--- config.mk ---
export PLATFORM = sky130hd
export DESIGN_NAME = multicycle_core
export DESIGN_NICKNAME = d
export VERILOG_FILES = /design/src/rtl/core_pkg.sv /design/src/rtl/core_alu.sv /design/src/rtl/multicycle_core.sv
export SDC_FILE = /design/constraint.sdc
export NUM_CORES = 1
export LEC_CHECK = 0
export CAP_MARGIN = 20
export CORE_MARGIN = 2
export CORE_UTILIZATION = 40
export DETAILED_ROUTE_END_ITERATION = 8
export PLACE_DENSITY = 0.64
export SLEW_MARGIN = 20
export SYNTH_ARGS = -nofsm -noshare
export SYNTH_HDL_FRONTEND = slang
export SYNTH_SLANG_ARGS = --single-unit
--- constraint.sdc ---
create_clock -name clk -period 4.5 [get_ports clk]
set_input_delay 0.9 -clock clk [delete_from_list [all_inputs] [get_ports clk]]
set_output_delay 0.9 -clock clk [all_outputs]
set_load 0.01 [all_outputs]
--- src/rtl/core_pkg.sv ---
// Opcode, sub-op and FSM encodings shared by multicycle_core and core_alu.
// Macro CORE_MUL_EN enables the mul instruction (Op0=7, Op1=1).
package core_pkg;

   localparam logic [3:0] JrOrTrap = 4'h0;
   localparam logic [3:0] Not      = 4'h1;
   localparam logic [3:0] AnyOrNeg = 4'h3;
   localparam logic [3:0] LdOrSt   = 4'h4;
   localparam logic [3:0] Bitwise  = 4'h5;
   localparam logic [3:0] IntArith = 4'h7;
   localparam logic [3:0] Ci8      = 4'hB;
   localparam logic [3:0] Cup      = 4'hD;
   localparam logic [3:0] Bz       = 4'hE;
   localparam logic [3:0] Bnz      = 4'hF;

   localparam logic [3:0] OP1_TRAP  = 4'h0;
   localparam logic [3:0] OP1_JR    = 4'h1;
   localparam logic [3:0] OP1_ANY   = 4'h0;
   localparam logic [3:0] OP1_NEG   = 4'h1;
   localparam logic [3:0] OP1_LD    = 4'h0;
   localparam logic [3:0] OP1_ST    = 4'h1;
   localparam logic [3:0] OP1_AND   = 4'h0;
   localparam logic [3:0] OP1_OR    = 4'h1;
   localparam logic [3:0] OP1_XOR   = 4'h2;
   localparam logic [3:0] OP1_SHIFT = 4'h3;
   localparam logic [3:0] OP1_ADD   = 4'h0;
   localparam logic [3:0] OP1_MUL   = 4'h1;
   localparam logic [3:0] OP1_SLT   = 4'h2;

   localparam logic [2:0] FETCH  = 3'd0;
   localparam logic [2:0] DECODE = 3'd1;
   localparam logic [2:0] EXEC   = 3'd2;
   localparam logic [2:0] MEM    = 3'd3;
   localparam logic [2:0] HALT   = 3'd4;

   localparam logic [7:0] TRAP_ILLEGAL = 8'hFF;

`ifdef CORE_MUL_EN
   localparam logic MUL_EN = 1'b1;
`else
   localparam logic MUL_EN = 1'b0;
`endif

   // Op1 is ignored by not and overlaps Imm8 for ci8/cup/bz/bnz.
   function automatic logic op1_legal(input logic [3:0] op0, input logic [3:0] op1);
      case (op0)
         JrOrTrap:              return (op1 == OP1_TRAP) || (op1 == OP1_JR);
         Not, Ci8, Cup, Bz, Bnz: return 1'b1;
         AnyOrNeg:              return (op1 == OP1_ANY) || (op1 == OP1_NEG);
         LdOrSt:                return (op1 == OP1_LD) || (op1 == OP1_ST);
         Bitwise:               return (op1 == OP1_AND) || (op1 == OP1_OR) ||
                                       (op1 == OP1_XOR) || (op1 == OP1_SHIFT);
         IntArith:              return (op1 == OP1_ADD) || (op1 == OP1_SLT) ||
                                       (MUL_EN && (op1 == OP1_MUL));
         default:               return 1'b0;
      endcase
   endfunction

endpackage

--- src/rtl/core_alu.sv ---
// Combinational ALU for multicycle_core; a = r[d], b = r[s] or sign-extended Imm8.
// The multiplier exists only when CORE_MUL_EN is defined.
module core_alu
   import core_pkg::*;
#(
   parameter int unsigned WIDTH = 16
) (
   input  logic [3:0]       op0,
   input  logic [3:0]       op1,
   input  logic [WIDTH-1:0] a,
   input  logic [WIDTH-1:0] b,
   output logic [WIDTH-1:0] result
);

   localparam logic [WIDTH-1:0] W_LIM = WIDTH'(WIDTH);

   logic [WIDTH-1:0] shifted;
   logic [WIDTH-1:0] mag;

`ifdef CORE_MUL_EN
   logic [WIDTH-1:0] product;
   assign product = a * b;
`endif

   // Signed shift amount: non-negative shifts left, negative shifts right logically.
   always_comb begin
      shifted = '0;
      mag     = '0;
      if (!b[WIDTH-1]) begin
         if (b < W_LIM) shifted = a << b;
      end else begin
         mag = -b;
         if (mag < W_LIM) shifted = a >> mag;
      end
   end

   always_comb begin
      result = '0;
      case (op0)
         Not:      result = ~b;
         AnyOrNeg: result = (op1 == OP1_NEG) ? -a : {{(WIDTH-1){1'b0}}, |a};
         Bitwise: begin
            case (op1)
               OP1_AND:   result = a & b;
               OP1_OR:    result = a | b;
               OP1_XOR:   result = a ^ b;
               OP1_SHIFT: result = shifted;
               default:   result = '0;
            endcase
         end
         IntArith: begin
            case (op1)
               OP1_ADD: result = a + b;
`ifdef CORE_MUL_EN
               OP1_MUL: result = product;
`endif
               OP1_SLT: result = {{(WIDTH-1){1'b0}}, $signed(a) < $signed(b)};
               default: result = '0;
            endcase
         end
         Ci8:      result = b;
         Cup:      result = {b[7:0], a[WIDTH-9:0]};
         default:  result = '0;
      endcase
   end

endmodule

--- src/rtl/multicycle_core.sv ---
// Multi-cycle fetch/decode/execute core with req/ack instruction and data ports.
// Macro CORE_MUL_EN builds the multiplier; otherwise mul decodes as illegal.
module multicycle_core
   import core_pkg::*;
#(
   parameter int unsigned      WIDTH    = 16,
   parameter int unsigned      NREGS    = 16,
   parameter logic [WIDTH-1:0] RESET_PC = '0
) (
   input  logic             clk,
   input  logic             reset,
   output logic             halt,
   output logic [7:0]       trap_code,
   output logic             imem_req,
   output logic [WIDTH-1:0] imem_addr,
   input  logic             imem_ack,
   input  logic [15:0]      imem_rdata,
   output logic             dmem_req,
   output logic             dmem_we,
   output logic [WIDTH-1:0] dmem_addr,
   output logic [WIDTH-1:0] dmem_wdata,
   input  logic             dmem_ack,
   input  logic [WIDTH-1:0] dmem_rdata
);

   localparam int unsigned RW = (NREGS > 1) ? $clog2(NREGS) : 1;

   logic [2:0]       state;
   logic [WIDTH-1:0] pc;
   logic [15:0]      ir;
   logic [WIDTH-1:0] rd_val;
   logic [WIDTH-1:0] rs_val;
   logic [WIDTH-1:0] regs [2**RW];
   logic [WIDTH-1:0] alu_result;

   logic [3:0]       op0, op1, fs, fd;
   logic [RW-1:0]    fs_i, fd_i;
   logic [WIDTH-1:0] imm_sx;
   logic             uses_d, uses_s, illegal;

   assign op0    = ir[15:12];
   assign op1    = ir[11:8];
   assign fs     = ir[7:4];
   assign fd     = ir[3:0];
   assign fs_i   = fs[RW-1:0];
   assign fd_i   = fd[RW-1:0];
   assign imm_sx = {{(WIDTH-8){ir[11]}}, ir[11:4]};

   assign uses_d  = !((op0 == JrOrTrap) && (op1 == OP1_TRAP));
   assign uses_s  = op0 inside {Not, LdOrSt, Bitwise, IntArith};
   assign illegal = !op1_legal(op0, op1) ||
                    (uses_d && (32'(fd) >= NREGS)) ||
                    (uses_s && (32'(fs) >= NREGS));

   assign imem_req  = (state == FETCH);
   assign imem_addr = pc;

   core_alu #(.WIDTH(WIDTH)) u_alu (
      .op0    (op0),
      .op1    (op1),
      .a      (rd_val),
      .b      (rs_val),
      .result (alu_result)
   );

   always_ff @(posedge clk) begin
      if (reset) begin
         state      <= FETCH;
         pc         <= RESET_PC;
         ir         <= '0;
         rd_val     <= '0;
         rs_val     <= '0;
         regs       <= '{default: '0};
         halt       <= 1'b0;
         trap_code  <= '0;
         dmem_req   <= 1'b0;
         dmem_we    <= 1'b0;
         dmem_addr  <= '0;
         dmem_wdata <= '0;
      end else begin
         case (state)
            FETCH: begin
               if (imem_ack) begin
                  ir    <= imem_rdata;
                  pc    <= pc + WIDTH'(1);
                  state <= DECODE;
               end
            end
            // ci8/cup carry their immediate through the b operand.
            DECODE: begin
               rd_val <= regs[fd_i];
               rs_val <= (op0 == Ci8 || op0 == Cup) ? imm_sx : regs[fs_i];
               if (illegal) begin
                  halt      <= 1'b1;
                  trap_code <= TRAP_ILLEGAL;
                  state     <= HALT;
               end else begin
                  state <= EXEC;
               end
            end
            EXEC: begin
               state <= FETCH;
               case (op0)
                  JrOrTrap: begin
                     if (op1 == OP1_TRAP) begin
                        halt      <= 1'b1;
                        trap_code <= ir[7:0];
                        state     <= HALT;
                     end else begin
                        pc <= rd_val;
                     end
                  end
                  LdOrSt: begin
                     dmem_req   <= 1'b1;
                     dmem_we    <= (op1 == OP1_ST);
                     dmem_addr  <= rs_val;
                     dmem_wdata <= rd_val;
                     state      <= MEM;
                  end
                  Bz:      if (rd_val == '0) pc <= pc + imm_sx;
                  Bnz:     if (rd_val != '0) pc <= pc + imm_sx;
                  default: regs[fd_i] <= alu_result;
               endcase
            end
            MEM: begin
               if (dmem_ack) begin
                  dmem_req <= 1'b0;
                  if (!dmem_we) regs[fd_i] <= dmem_rdata;
                  state <= FETCH;
               end
            end
            HALT:    state <= HALT;
            default: state <= FETCH;
         endcase
      end
   end

endmodule

==> reports/metrics.sh <==
STATUS='complete, no violations'
COREAREA_SQ_UM=56500
P_PER_AREA_nW_PER_UM2=336
IO_BUFFER_COUNT=95
NETLIST_INSTANCES=2530
CLASS_OF_THE_TIGHTEST_HOLD_OR_REMOVAL_CHECK='reg -> reg'
PIN_COUNT=96
PERIOD_SHARE=0.859
WL_UM=81300
DETAIL_ROUTE.ITER0.VIOLATIONS=2422
POST_CTS_SETUP_REPAIR_BUFFER_COUNT=0
GRT-OVFL-TOTAL=0
YOSYS_MOST_USED_DFF='dfxtp_1'
WORST_SLACK_NS=0.635
CTS-HTREE-LEVELS=2
POSTSYNTHNETCOUNT=2634
GLOBAL_ROUTE.USAGE.TOTAL=0.269
FIN_NETS=2616
POWER.SWITCHING_W=0.00266
INITIAL_CORE_UTIL=0.405
SLEW_HEADROOM=0.300
CTS_SINKS=366
PLACE.DETAILED.HPWL_UM=55200
SYN_AREA_SQ_UM=22900
ASYNC_RESET_FF_FRAC=0
SYNTH.TOP_CELLS.BY_AREA='dfxtp_1 32%, mux4_2 16%, nand3b_1 8.5%, o21ai_0 6.5%, nand2_1 4.4%'
CELL_INTERNAL_PWR_W=0.00606
CTS_REPAIR_RESIZE_COUNT=0
VDD.IR_DROP.WORST_uV=281
SHARE_SEQ_OF_TOTAL_POWER=0.396
DESIGN.DIE.AREA_SQ_UM=59100
MOSTFREQUENTLAYOUTCELLS='360 x dfxtp_1, 297 x o21ai_0, 265 x nand2_1, 260 x nand3b_1, 163 x mux4_2'
LAYOUT-DRIVE-GT1-SHARE=0.155
SYNTH.LIB_CELLS_USED.DISTINCT=89
GRT_PASS1_VIAS=19700
ANTENNA-DIODE-COUNT=0
YS.WARNINGS.COUNT=0
TIMING.FINAL.SETUP_VIOLATIONS=0
TIMING.CRITICAL_PATH.FROM_TYPE='flip-flop'
CRITPATHREQUIREDTIME_NS=4.92
FIN_WORST_SKEW_NS=0.0309
SWSHARE=0.305
FP.DIEH_UM=243
CTS_BUFFER_DEPTH=3
ROOT_BUFFER='clkbuf_16'
DETAILED_ROUTE_DRC_ERROR_COUNT=0
TIMING_WORST_SLEW_PIN_VALUE_NS=1.05
PRE_CTS_WS_NS=0.798
AREA.GROWTH.SYNTH_TO_FINAL_PCT=13.6
POWER.SHARE.CLOCK=0.411
WORSTPATHMAXFANOUT=16
SYNTH_TOP_AREA_CELL='dfxtp_1'
SETUP.WORST_PATH.CLASS='reg -> reg'
ROW_COUNT=87
DETAIL_ROUTE.WL_PER_CELL_UM=24.7
YS_FF_LATCH=366
ROUTED-VIA-COUNT=20700
CTS_HOLD_BUF=0
CTS-BUFFERS-INSERTED=42
TRITONCTS='built'
SYNTH_AREA_PER_CELL_SQ_UM=9.04
FINAL_PERIOD_MINUS_WORST_SETUP_SLACK_NS=3.86
CRIT_PATH_END_KIND='flip-flop'
ACHIEVABLE-FREQUENCY_MHz=259
LARGEST_NET_DEGREE_AT_THE_START_OF_GLOBAL_ROUTING=141
YOSYSSEQAREASHARE=0.321
FINAL_COMMON_CELL='dfxtp_1'
ROUTED_VIA_DENSITY=6.29
PLACE.GP.CONGESTION=1.00
NUMBER_OF_FLOPS_MAPPED_TO_ENABLE_CELLS_BY_YOSYS=0
SYNTH_TOP_AREA_SHARE=0.321
TIMING.FINAL.HOLD_VIOLATIONS=0
POWER.LEAKAGE_nW=8.51
MAX_SLEW_VIOLATION_COUNT=0
GRT_FIRST_PASS_WIRELENGTH_UM=123000
ANT_NETS=0
DRT_PRE_ANTENNA_ITERS=6
DRV.MAX_CAP_VIOLATION_COUNT=0
UNREPAIRED_SETUP_ENDPOINTS_AFTER_GLOBAL_ROUTING='no'
WORST_EP_ARRIVAL_TIME_NS=4.28
PATH_CLK_SLEW_NS=0.06
CLOCK_INSERTION_DELAY_WORST_SKEW_NS=0.59
POWER_FRAC_COMB=0.193
DIEWIDTH_UM=243
HOLDWS_NS=0.452
ANTENNA_VIOLATIONS_BEFORE_REPAIR=1
FINAL_TNS_SETUP_NS=0
## worst max-delay path, stage by stage (launching register included)
cell and delay [ns]:
dfxtp_1 0.68, inv_1 0.22, ha_1 0.44, o21ai_0 0.14, o21ai_0 0.34, a32oi_1 0.28
a31oi_1 0.49, a21o_1 0.24, xor2_1 0.09, a22oi_2 0.55, o21ai_0 0.21
## cell usage after synthesis (8+ instances only)
library cell	count
o21ai_0	297
ha_1	66
o211ai_1	8
inv_1	46
o2111ai_1	11
a31oi_1	14
o31ai_1	8
mux2i_1	66
nor2b_1	12
nor3b_1	10
nand3_1	35
a21oi_1	133
xnor2_1	28
nand2_1	267
buf_2	22
o21ai_1	9
nor2_1	136
nand4_1	9
and2_1	9
mux4_2	163
dfxtp_1	366
a211oi_1	34
mux2_2	8
nand3b_1	260
o22ai_1	33
clkbuf_1	200
and3_1	13
nand2b_1	13
buf_1	20
a21o_1	8
nor3_1	49
o21ai_2	20
o21a_1	9
## per-stage QoR
stage | cell area (sq um) | power [W] | std cells | util
4_1_cts | 26000 | 0.00875 | 3299 | 0.459
5_1_grt | 26000 | 0.00904 | 3299 | 0.459
6_report | 26000 | 0.00872 | 3299 | 0.459
2_1_floorplan | 22900 | 0.00460 | 2530 | -
3_5_place_dp | 24500 | 0.00517 | 3224 | 0.434
3_3_place_gp | 24500 | 0.00516 | 3224 | 0.434
## sequential cells by signal, indices dropped and copies added (netlist names)
| name | count |
|---|---|
| dmem_req | 1 |
| imem_addr | 16 |
| dmem_wdata | 16 |
| rd_val | 16 |
| ir | 16 |
| regs | 256 |
| trap_code | 8 |
| state | 3 |
| rs_val | 16 |
| dmem_we | 1 |
| dmem_addr | 16 |
| halt | 1 |
## final cells by class
type	count	area, sq um
Inverter	48	180
Clock buffer	58	1210
Sequential cell	366	7340
Fill cell	5285	30500
Tap cell	756	946
Timing Repair Buffer	190	1710
Multi-Input combinational cell	1864	14300
Clock inverter	17	225
## power groups by stage
stage / logic (W) / clock network (W) / registers, W
after floorplan: 0.00117 / 0 / 0.00344
after global placement: 0.00164 / 0 / 0.00352
after detailed placement: 0.00165 / 0 / 0.00352
after CTS: 0.00166 / 0.00364 / 0.00345
after global routing: 0.00179 / 0.00378 / 0.00346
final: 0.00169 / 0.00358 / 0.00345
## metal layers
layer  share of wire  wire, um  global-route usage
met1            0.42     34200               0.360
met4           0.045      3660               0.121
met5         0.00017        14                   0
met3           0.084      6790              0.0511
met2            0.45     36700               0.421
## kinds of logic after synthesis
| family | synth area share |
|---|---|
| xor+xnor | 0.0126 |
| buf+inv | 0.0527 |
| mux | 0.194 |
| compound gates | 0.173 |
| simple gates | 0.209 |
| fa+ha+maj | 0.0379 |
| flops | 0.321 |
## final timing paths
path	startpoint	endpoint	slack, ns	depth (start not counted)
worst max register to register	rd_val[3]$_SDFFE_PP0P_	regs[239]$_SDFFE_PP0P_	0.64	10
worst min-delay path	dmem_addr[6]$_SDFFE_PP0P_	dmem_addr[6]$_SDFFE_PP0P_	0.45	2
worst min register to register	dmem_addr[6]$_SDFFE_PP0P_	dmem_addr[6]$_SDFFE_PP0P_	0.45	2
worst max-delay path	rd_val[3]$_SDFFE_PP0P_	regs[239]$_SDFFE_PP0P_	0.64	10
(Power assumes the default switching activity.)
